[src/rtl/exc_pkg.sv]
// Shared constants, state encoding and event-priority helper for the CP0 exception sequencer.
package exc_pkg;

  localparam int unsigned XLEN         = 32;
  localparam logic [XLEN-1:0] HANDLER_ADDR = 32'h0000_0100;
  localparam int unsigned QUIET_CYCLES = 2;
  localparam int unsigned QCNT_W       = (QUIET_CYCLES > 1) ? $clog2(QUIET_CYCLES) : 1;

  localparam logic [1:0] INT    = 2'd0;
  localparam logic [1:0] SYS    = 2'd1;
  localparam logic [1:0] UNIMPL = 2'd2;
  localparam logic [1:0] OV     = 2'd3;

  localparam logic [3:0] FLUSH_ALL = 4'b1111;
  localparam logic [3:0] FLUSH_RET = 4'b0111;

  typedef enum logic [1:0] {
    ST_IDLE,
    ST_ENTER,
    ST_RET,
    ST_QUIET
  } exc_state_e;

  typedef struct packed {
    logic            valid;
    logic            is_ret;
    logic [1:0]      code;
    logic [XLEN-1:0] src_pc;
  } exc_sel_t;

  // Oldest instruction wins: OV(M) > ERET(M) > UNIMPL(E) > SYS(D) > INT.
  function automatic exc_sel_t exc_select(
    input logic [3:0]      en,
    input logic            int_pend,
    input logic            sys,
    input logic            unimpl,
    input logic            ov,
    input logic            eret,
    input logic [XLEN-1:0] pc_f,
    input logic [XLEN-1:0] pc_d,
    input logic [XLEN-1:0] pc_e,
    input logic [XLEN-1:0] pc_m
  );
    exc_sel_t s;
    s = '0;
    if (ov && en[OV]) begin
      s.valid  = 1'b1;
      s.code   = OV;
      s.src_pc = pc_m;
    end else if (eret) begin
      s.valid  = 1'b1;
      s.is_ret = 1'b1;
    end else if (unimpl && en[UNIMPL]) begin
      s.valid  = 1'b1;
      s.code   = UNIMPL;
      s.src_pc = pc_e;
    end else if (sys && en[SYS]) begin
      s.valid  = 1'b1;
      s.code   = SYS;
      s.src_pc = pc_d;
    end else if (int_pend && en[INT]) begin
      s.valid  = 1'b1;
      s.code   = INT;
      s.src_pc = pc_f;
    end
    return s;
  endfunction

endpackage

[src/rtl/exc_int_pending.sv]
// Interrupt input conditioning: register/synchronise, rising-edge detect, sticky pending bit.
// EXC_CTRL_INT_SYNC_EN selects a 2-flop synchroniser instead of a single register.
module exc_int_pending (
  input  logic clk,
  input  logic rst,
  input  logic int_req_i,
  input  logic clr_i,
  output logic pending_o
);

  logic int_s;
  logic int_prev_q;
  logic rise;

`ifdef EXC_CTRL_INT_SYNC_EN
  logic [1:0] sync_q;

  always_ff @(posedge clk or posedge rst) begin
    if (rst) sync_q <= '0;
    else     sync_q <= {sync_q[0], int_req_i};
  end

  assign int_s = sync_q[1];
`else
  logic req_q;

  always_ff @(posedge clk or posedge rst) begin
    if (rst) req_q <= 1'b0;
    else     req_q <= int_req_i;
  end

  assign int_s = req_q;
`endif

  assign rise = int_s & ~int_prev_q;

  // A new edge in the same cycle as an acceptance keeps the request alive.
  always_ff @(posedge clk or posedge rst) begin
    if (rst) begin
      int_prev_q <= 1'b0;
      pending_o  <= 1'b0;
    end else begin
      int_prev_q <= int_s;
      pending_o  <= (pending_o & ~clr_i) | rise;
    end
  end

endmodule

[src/rtl/exc_ctrl.sv]
// CP0 exception/interrupt sequencer: prioritises events, issues entry/return strobes, flush and redirect.
// Build macro: EXC_CTRL_INT_SYNC_EN (2-flop synchroniser on int_req_i).
module exc_ctrl
  import exc_pkg::*;
(
  input  logic            clk,
  input  logic            rst,
  input  logic            int_req_i,
  input  logic            sys_d_i,
  input  logic            unimpl_e_i,
  input  logic            ov_m_i,
  input  logic            eret_m_i,
  input  logic [XLEN-1:0] pc_f_i,
  input  logic [XLEN-1:0] pc_d_i,
  input  logic [XLEN-1:0] pc_e_i,
  input  logic [XLEN-1:0] pc_m_i,
  input  logic [XLEN-1:0] status_i,
  input  logic [XLEN-1:0] epc_i,
  output logic            stall_o,
  output logic            cause_epc_write_o,
  output logic            ret_op_o,
  output logic [XLEN-1:0] exc_code_o,
  output logic [XLEN-1:0] epc_o,
  output logic [3:0]      flush_o,
  output logic            pc_redirect_o,
  output logic [XLEN-1:0] pc_target_o
);

  exc_state_e        state_q;
  logic [QCNT_W-1:0] qcnt_q;
  logic              int_pend;
  logic              int_clr;
  logic              idle;
  exc_sel_t          sel;
  logic [XLEN-5:0]   unused_status;

  assign unused_status = status_i[XLEN-1:4];

  exc_int_pending u_int_pending (
    .clk       (clk),
    .rst       (rst),
    .int_req_i (int_req_i),
    .clr_i     (int_clr),
    .pending_o (int_pend)
  );

  always_comb begin
    sel = exc_select(status_i[3:0], int_pend, sys_d_i, unimpl_e_i, ov_m_i, eret_m_i,
                     pc_f_i, pc_d_i, pc_e_i, pc_m_i);
  end

  assign idle    = (state_q == ST_IDLE);
  assign stall_o = idle & sel.valid;
  assign int_clr = stall_o & ~sel.is_ret & (sel.code == INT);

  // Sequencer with one-cycle registered strobes; all strobes drop back to 0 by default.
  always_ff @(posedge clk or posedge rst) begin
    if (rst) begin
      state_q           <= ST_IDLE;
      qcnt_q            <= '0;
      cause_epc_write_o <= 1'b0;
      ret_op_o          <= 1'b0;
      exc_code_o        <= '0;
      epc_o             <= '0;
      flush_o           <= '0;
      pc_redirect_o     <= 1'b0;
    end else begin
      cause_epc_write_o <= 1'b0;
      ret_op_o          <= 1'b0;
      exc_code_o        <= '0;
      epc_o             <= '0;
      flush_o           <= '0;
      pc_redirect_o     <= 1'b0;
      case (state_q)
        ST_IDLE: begin
          if (sel.valid) begin
            pc_redirect_o <= 1'b1;
            if (sel.is_ret) begin
              state_q  <= ST_RET;
              ret_op_o <= 1'b1;
              flush_o  <= FLUSH_RET;
            end else begin
              state_q           <= ST_ENTER;
              cause_epc_write_o <= 1'b1;
              exc_code_o        <= {30'b0, sel.code};
              epc_o             <= sel.src_pc + 32'd4;
              flush_o           <= FLUSH_ALL;
            end
          end
        end
        ST_ENTER, ST_RET: begin
          state_q <= ST_QUIET;
          qcnt_q  <= QCNT_W'(QUIET_CYCLES - 1);
        end
        ST_QUIET: begin
          if (qcnt_q == '0) state_q <= ST_IDLE;
          else              qcnt_q  <= qcnt_q - QCNT_W'(1);
        end
        default: state_q <= ST_IDLE;
      endcase
    end
  end

  // The eret target must be the EPC visible in the RET cycle itself, so the target is a state decode.
  always_comb begin
    pc_target_o = '0;
    case (state_q)
      ST_ENTER: pc_target_o = HANDLER_ADDR;
      ST_RET:   pc_target_o = epc_i;
      default:  pc_target_o = '0;
    endcase
  end

endmodule

[config.mk]
export PLATFORM = sky130hd
export DESIGN_NAME = exc_ctrl
export DESIGN_NICKNAME = d
export VERILOG_FILES = /design/src/rtl/exc_pkg.sv /design/src/rtl/exc_int_pending.sv /design/src/rtl/exc_ctrl.sv
export SDC_FILE = /design/constraint.sdc
export NUM_CORES = 1
export LEC_CHECK = 0
export CAP_MARGIN = 10
export CORE_AREA = 2 2 117 119
export DETAILED_ROUTE_END_ITERATION = 12
export DIE_AREA = 0 0 119 121
export PLACE_DENSITY = 0.73
export SKIP_CTS_REPAIR_TIMING = 1
export SLEW_MARGIN = 20
export SYNTH_ARGS = -nofsm -noshare
export SYNTH_HDL_FRONTEND = slang
export SYNTH_SLANG_ARGS = --single-unit
[constraint.sdc]
create_clock -name clk -period 4.3 [get_ports clk]
set_input_delay 0.86 -clock clk [delete_from_list [all_inputs] [get_ports clk]]
set_output_delay 0.86 -clock clk [all_outputs]
set_load 0.01 [all_outputs]
== Word level (Yosys, flattened, before mapping) ==
Cells that the tools add are included.

* Word-level logic and storage cells: 72
* Bits in read-only memories: 0
* Output and inout bits: 104
* Bits of input ports: 199
* Register bits after elaboration: 77
* Bits in latches: 0
* Bits in writable memories: 0
* Memories kept: 0

* Equal/unequal tests: 5
* Div/mod/pow operators: 0
* Reduce and logical (&&, ||, !) cells: 9
* Bitwise operators: 9
* Shift operators: 0
* $mul: 0
* Multiplexer cells: 36
* Order comparisons: 0
* $add $sub $neg: 2

{| class="wikitable"
|+ Operators by type and width
! kind !! number
|-
| 32-bit two-way mux || 4
|-
| 34-bit two-way mux || 3
|-
| 32-bit one-hot mux with 2 select lines || 1
|-
| 33-bit two-way mux || 1
|-
| 32-bit by 3-bit adder with 32-bit output (second input constant) || 1
|-
| 1-bit two-way mux || 16
|-
| 2-bit two-way mux || 6
|-
| 4-bit two-way mux || 3
|-
| 2-bit one-hot mux with 3 select lines || 1
|-
| 1-bit bitwise AND || 5
|-
| 2-bit == test (second input constant) || 2
|-
| 1-bit logical AND || 4
|-
| 2-bit logical NOT || 2
|-
| 1-bit inverter || 3
|-
| 2-bit by 1-bit == test with 1-bit output (second input constant) || 1
|-
| 2-bit by 1-bit != test with 1-bit output (second input constant) || 1
|-
| 2-bit != test (second input constant) || 1
|-
| 1-bit one-hot mux with 2 select lines || 1
|-
| 2-bit AND reduction || 1
|-
| 2-bit nonzero test || 1
|-
| 2-bit OR reduction || 1
|-
| 1-bit OR || 1
|-
| 1-bit subtractor (second input constant) || 1
|}

== Longest topological paths before layout ==
* Depth in word-level cells: 12
* Depth in mapped cells: 11
* Gate-level depth less buffers: 9

== Modules after synthesis ==
A second synthesis with hierarchy kept.

* Cell total of the unflattened synthesis: 468
* Area, all modules: 3786.1 um2

{| class="wikitable"
|+ By module, submodules not included
! module !! times used !! area an instance (um2) !! cells each !! sequential area each (um2)
|-
| exc_ctrl || 1 || 3687.3 || 461 || 1001.0
|-
| exc_int_pending || 1 || 98.8 || 7 || 75.1
|}

== Least setup slack after synthesis ==
OpenSTA, ideal clock, no wires.

* Path type: input to register
* Start: input status_i[0]
* End: register epc_o[26]
* Data required time: 4.177 ns
* Cell stages on the path: 10
* Buffers on the path: 2
* Path slack: 1.253 ns
* Arrival time: 2.924 ns
* Library setup time: 0.123 ns
* Cells stage by stage: and2_1 > clkbuf_1 > a311oi_1 > o21ai_0 > ha_1 > nand4_1 > nor4_1 > buf_2 > nand3_1 > mux2i_1

* Longest elaborated chain between the ends: 10
* Elaborated cells between the ends (all ways): 15
* Classes of those cells: 1 x add/sub; 13 x mux; 1 x reduce/logical

{| class="wikitable"
|+ Ends and longest elaborated chain
! what !! RTL line !! source
|-
| start: declaration || exc_ctrl.sv:17 || <nowiki>input logic [XLEN-1:0] status_i,</nowiki>
|-
| 1-bit logical AND (*) || exc_pkg.sv:61 || <nowiki>end else if (int_pend && en[INT]) begin</nowiki>
|-
| 32-bit two-way mux || exc_pkg.sv:61 ||
|-
| 33-bit two-way mux || exc_pkg.sv:57 || <nowiki>end else if (sys && en[SYS]) begin</nowiki>
|-
| 34-bit two-way mux || exc_pkg.sv:53 || <nowiki>end else if (unimpl && en[UNIMPL]) begin</nowiki>
|-
| 34-bit two-way mux || exc_pkg.sv:50 || <nowiki>end else if (eret) begin</nowiki>
|-
| 34-bit two-way mux || exc_pkg.sv:46 || <nowiki>if (ov && en[OV]) begin</nowiki>
|-
| 32-bit by 3-bit adder with 32-bit output || exc_ctrl.sv:86 || <nowiki>epc_o <= sel.src_pc + 32'd4;</nowiki>
|-
| 32-bit two-way mux || exc_ctrl.sv:78 || <nowiki>if (sel.is_ret) begin</nowiki>
|-
| 32-bit two-way mux (*) || exc_ctrl.sv:76 || <nowiki>if (sel.valid) begin</nowiki>
|-
| 32-bit two-way mux (*) || exc_ctrl.sv:74 || <nowiki>case (state_q)</nowiki>
|-
| end signal: assignment || exc_ctrl.sv:86 ||
|-
| end: declaration || exc_ctrl.sv:23 || <nowiki>output logic [XLEN-1:0] epc_o,</nowiki>
|}

Every way passes the cells marked *; elsewhere a longest branch is shown, timed or not.
A chain may end at the register's enable or synchronous reset.

== Worst setup path after layout ==
* Start: input status_i[2]
* End: register epc_o[27]

* Longest elaborated chain between the ends: 8
* Elaborated cells between the ends (all ways): 11
* Classes of those cells: 1 x add/sub; 9 x mux; 1 x reduce/logical

{| class="wikitable"
|+ Ends and longest elaborated chain
! what !! RTL line
|-
| 1-bit logical AND (*) || exc_pkg.sv:53
|-
| 34-bit two-way mux || exc_pkg.sv:53
|-
| 34-bit two-way mux || exc_pkg.sv:50
|-
| 34-bit two-way mux || exc_pkg.sv:46
|-
| 32-bit by 3-bit adder with 32-bit output || exc_ctrl.sv:86
|-
| 32-bit two-way mux || exc_ctrl.sv:78
|-
| 32-bit two-way mux (*) || exc_ctrl.sv:76
|-
| 32-bit two-way mux (*) || exc_ctrl.sv:74
|}

Marks and branches as above.

==> results.md <==
* Final Cycle Share at 0.8831
* Initial Util at 0.2743
* Vias in the first global route at ~4,300
* Final hold viol count at 0
* Most frequent cells in the layout: clkdlybuf4s50_1 (244), nand2_1 (56), dfrtp_1 (43), and2_1 (38), nor2_1 (32)
* Worst Path Arrival at 3.96 ns
* Die area at ~0.014 mm^2
* Clk slew on worst S/H paths at 0.06 ns
* Min Hold Slack at 0.3752 ns
* Cell area after layout at 0.006321 mm^2
* FILL cells at 1,240
* Max Cap Viol at 0
* Clk sinks at 43
* Sequential share of power at 0.263
* VDD IR max at 0.1529 mV
* Area growth, synth to finish at 76.09%
* WHS Endpoint: u_int_pending.int_prev_q
* Clock Latency Late Sink at approximately 0.28 ns
* Synthesized area at 0.003590 mm^2
* Wirelength, routed at 15,070 um
* Post-synth EDFFs at 0
* Lkg Pwr at 2.597 nW
* Diode count at 0
* Starting DRT DRC Count at 240
* Fin Setup TNS at 0 ns
* Post-synthesis instance total at 455
* Vias per cell at 4.845
* Multi-input gate area at 0.002228 mm^2
* Total number of vias at 4,230
* Overflow after GRT at 0
* Placed cell areas at 0.006192 mm^2
* Worst EP required at 4.47 ns
* RSZ-0062 raised after global routing: no
* # port buffers at roughly 240
* Net Sw Frac at 0.3459
* First-pass GRT wire length at between 20,000 and 25,000 um
* DR pass1 iterations at 4
* Clock Power Share at 0.188
* Internal reg-to-reg setup slack at about 1.4 ns
* Largest net degree at the start of global routing at 44
* Crit end category: register
* Seq. cell area at 0.001076 mm^2
* CP Max Fanout at 14
* Cell variety after synth at 53
* Outcome: completed
* Kind of critical path: in2reg
* Sequential element share of the synthesized area at 0.2998
* Htree depth at 2
* CTS tree: yes
* Power per cell area at 299.0 mW/mm^2
* Synth Warn # at 0
* I/O pins at 303
* Syn avg cell area at just under 8 um^2
* Longest Clk Path Bufs at 2
* Register bit count reported by yosys at 43
* Slew margin rel. at 0.3757
* Hold Path Depth at 0
* Final Wtd Congestion at 0.8837
* Reg-to-reg startpoint: u_int_pending.pending_o
* Int Power at 1.236 mW
* Initial antenna violation count at 0
* Asr flop ratio synth at 1.000
* Num CTS Buffers at 5
* HPWL after DPL at approximately 12,000 um
* Root buffer cell: clkbuf_16
* Comb pwr share at 0.549
* P_sw at 0.6537 mW
* Worst-margin pin slew at 0.9351 ns
* Power Total at 1.890 mW
* Pins Over Slew Limit at 0
* Fmax at ~260 MHz
* Die Span Y at 121 um
* Final min period at about 3.8 ns
* RR Endpoint: epc_o[28]
* Clock skew at 0.005868 ns
* Predominant post-synthesis flop cell: dfrtp_1
* R2R depth at 9
* GRT Resource Usage Total at 0.2002
* Post-Route Utilization at 0.4831
* Die width at about 120 um
* Final net count at 903
* Avg WL per Cell at 17.26 um
* Row cnt at 42
* Core area at 0.01309 mm^2
* Residual DRC at 0
* Fraction of layout cells with a size suffix above 1 at 0.07030
* Hold wc startpoint: u_int_pending.int_s
* Commonest non-fill, non-tap cell in the layout: clkdlybuf4s50_1
* CP startpoint kind: primary input
* Setup-failing EPs final at 0
* Tightest Hold Check Type: reg2reg
* Remaining antenna violation count at 0
cell families (layout without fill, tap and decap cells):
| family | Yosys count | after routing | synth area share |
|---|---|---|---|
| adder cells (fa/ha/maj) | 6 | 6 | 0.02091 |
| flip-flops | 43 | 43 | 0.2998 |
| AO/OA/AOI/OAI | 109 | 109 | 0.2060 |
| AND/OR/NAND/NOR | 206 | 206 | 0.3067 |
| XOR/XNOR | 10 | 10 | 0.02440 |
| multiplexers | 10 | 10 | 0.02789 |
| buffers and inverters | 70 | 283 | 0.1133 |
| other | 1 | 30 | 0.001045 |
per-layer routing:
layer	GRT usage	wire length, um
met2	0.3631	7698
met4	0.05655	219
met3	0.04370	952
met1	0.2374	6198
met5	0	0
worst max path at each step:
stage / from / end / slack (ns)
floorplan: status_i[0] / epc_o[26] / 1.25
global placement: ov_m_i / epc_o[28] / 0.25
detailed placement: status_i[2] / epc_o[27] / 0.21
CTS: ov_m_i / epc_o[28] / 0.50
global route: ov_m_i / epc_o[30] / 0.23
finish: status_i[2] / epc_o[27] / 0.50
sequential cells by signal, summed over array words and instances (netlist names):
| name | flops |
|---|---|
| epc_o | 32 |
| exc_code_o | 2 |
| state_q | 2 |
| cause_epc_write_o | 1 |
| flush_o | 1 |
| qcnt_q | 1 |
| ret_op_o | 1 |
| u_int_pending.int_prev_q | 1 |
| u_int_pending.int_s | 1 |
| u_int_pending.pending_o | 1 |
synthesized netlist by cell type (2+ instances only):
cell	number	area, um^2
nand2_1	56	210.2
dfrtp_1	43	1076
and2_1	38	237.7
buf_4	35	262.8
nor2_1	32	120.1
o21ai_0	29	145.1
and3_1	26	162.7
a21oi_1	17	85.08
clkbuf_1	16	60.06
a211oi_1	13	97.59
nand3_1	12	60.06
a311oi_1	11	96.34
buf_2	10	50.05
mux2i_1	10	100.1
xnor2_1	10	87.58
o31ai_1	9	67.56
nand2b_1	7	43.79
nand4_1	7	43.79
ha_1	6	75.07
inv_1	6	22.52
a32oi_1	4	35.03
nor3_1	4	20.02
nor4_1	4	25.02
or2_2	4	25.02
a31o_2	3	26.28
a31oi_1	3	18.77
buf_1	3	11.26
nor2b_1	3	18.77
o211ai_1	3	22.52
a21o_1	2	15.01
a221o_1	2	20.02
nor3b_1	2	15.01
nor4b_1	2	17.52
o21ai_1	2	10.01
o31a_1	2	17.52
or3_1	2	12.51
layout make-up:
| cell class | count | area share |
|---|---|---|
| timing repair buffer | 271 | 0.4184 |
| inverter | 6 | 0.003563 |
| tap | 176 | 0.03484 |
| multi-input combinational | 371 | 0.3525 |
| clock buffer | 6 | 0.02039 |
| sequential | 43 | 0.1702 |
critical path: stages:
cell and delay (ns):
clkdlybuf4s50_1 0.50, and2_1 0.43, buf_4 0.32, a211oi_1 0.08, o31a_1 0.31, or4b_4 0.54
nor4_4 0.54, nand4_1 0.21, mux2i_1 0.16
power groups by stage:
stage / sequential, mW / combinational [mW] / clock (mW)
after floorplan: 0.520 / 0.485 / 0
after global placement: 0.500 / 1.02 / 0
after detailed placement: 0.504 / 1.04 / 0
after CTS: 0.496 / 1.05 / 0.368
after global routing: 0.502 / 1.12 / 0.383
final: 0.496 / 1.04 / 0.356
per-stage QoR:
step	worst slack, ns	instances
2_1_floorplan	1.253	484
3_3_place_gp	0.2492	867
3_5_place_dp	0.2058	867
4_1_cts	0.4977	873
5_1_grt	0.2333	873
6_report	0.5026	873
No activity file was read; power rests on OpenSTA's default activity.
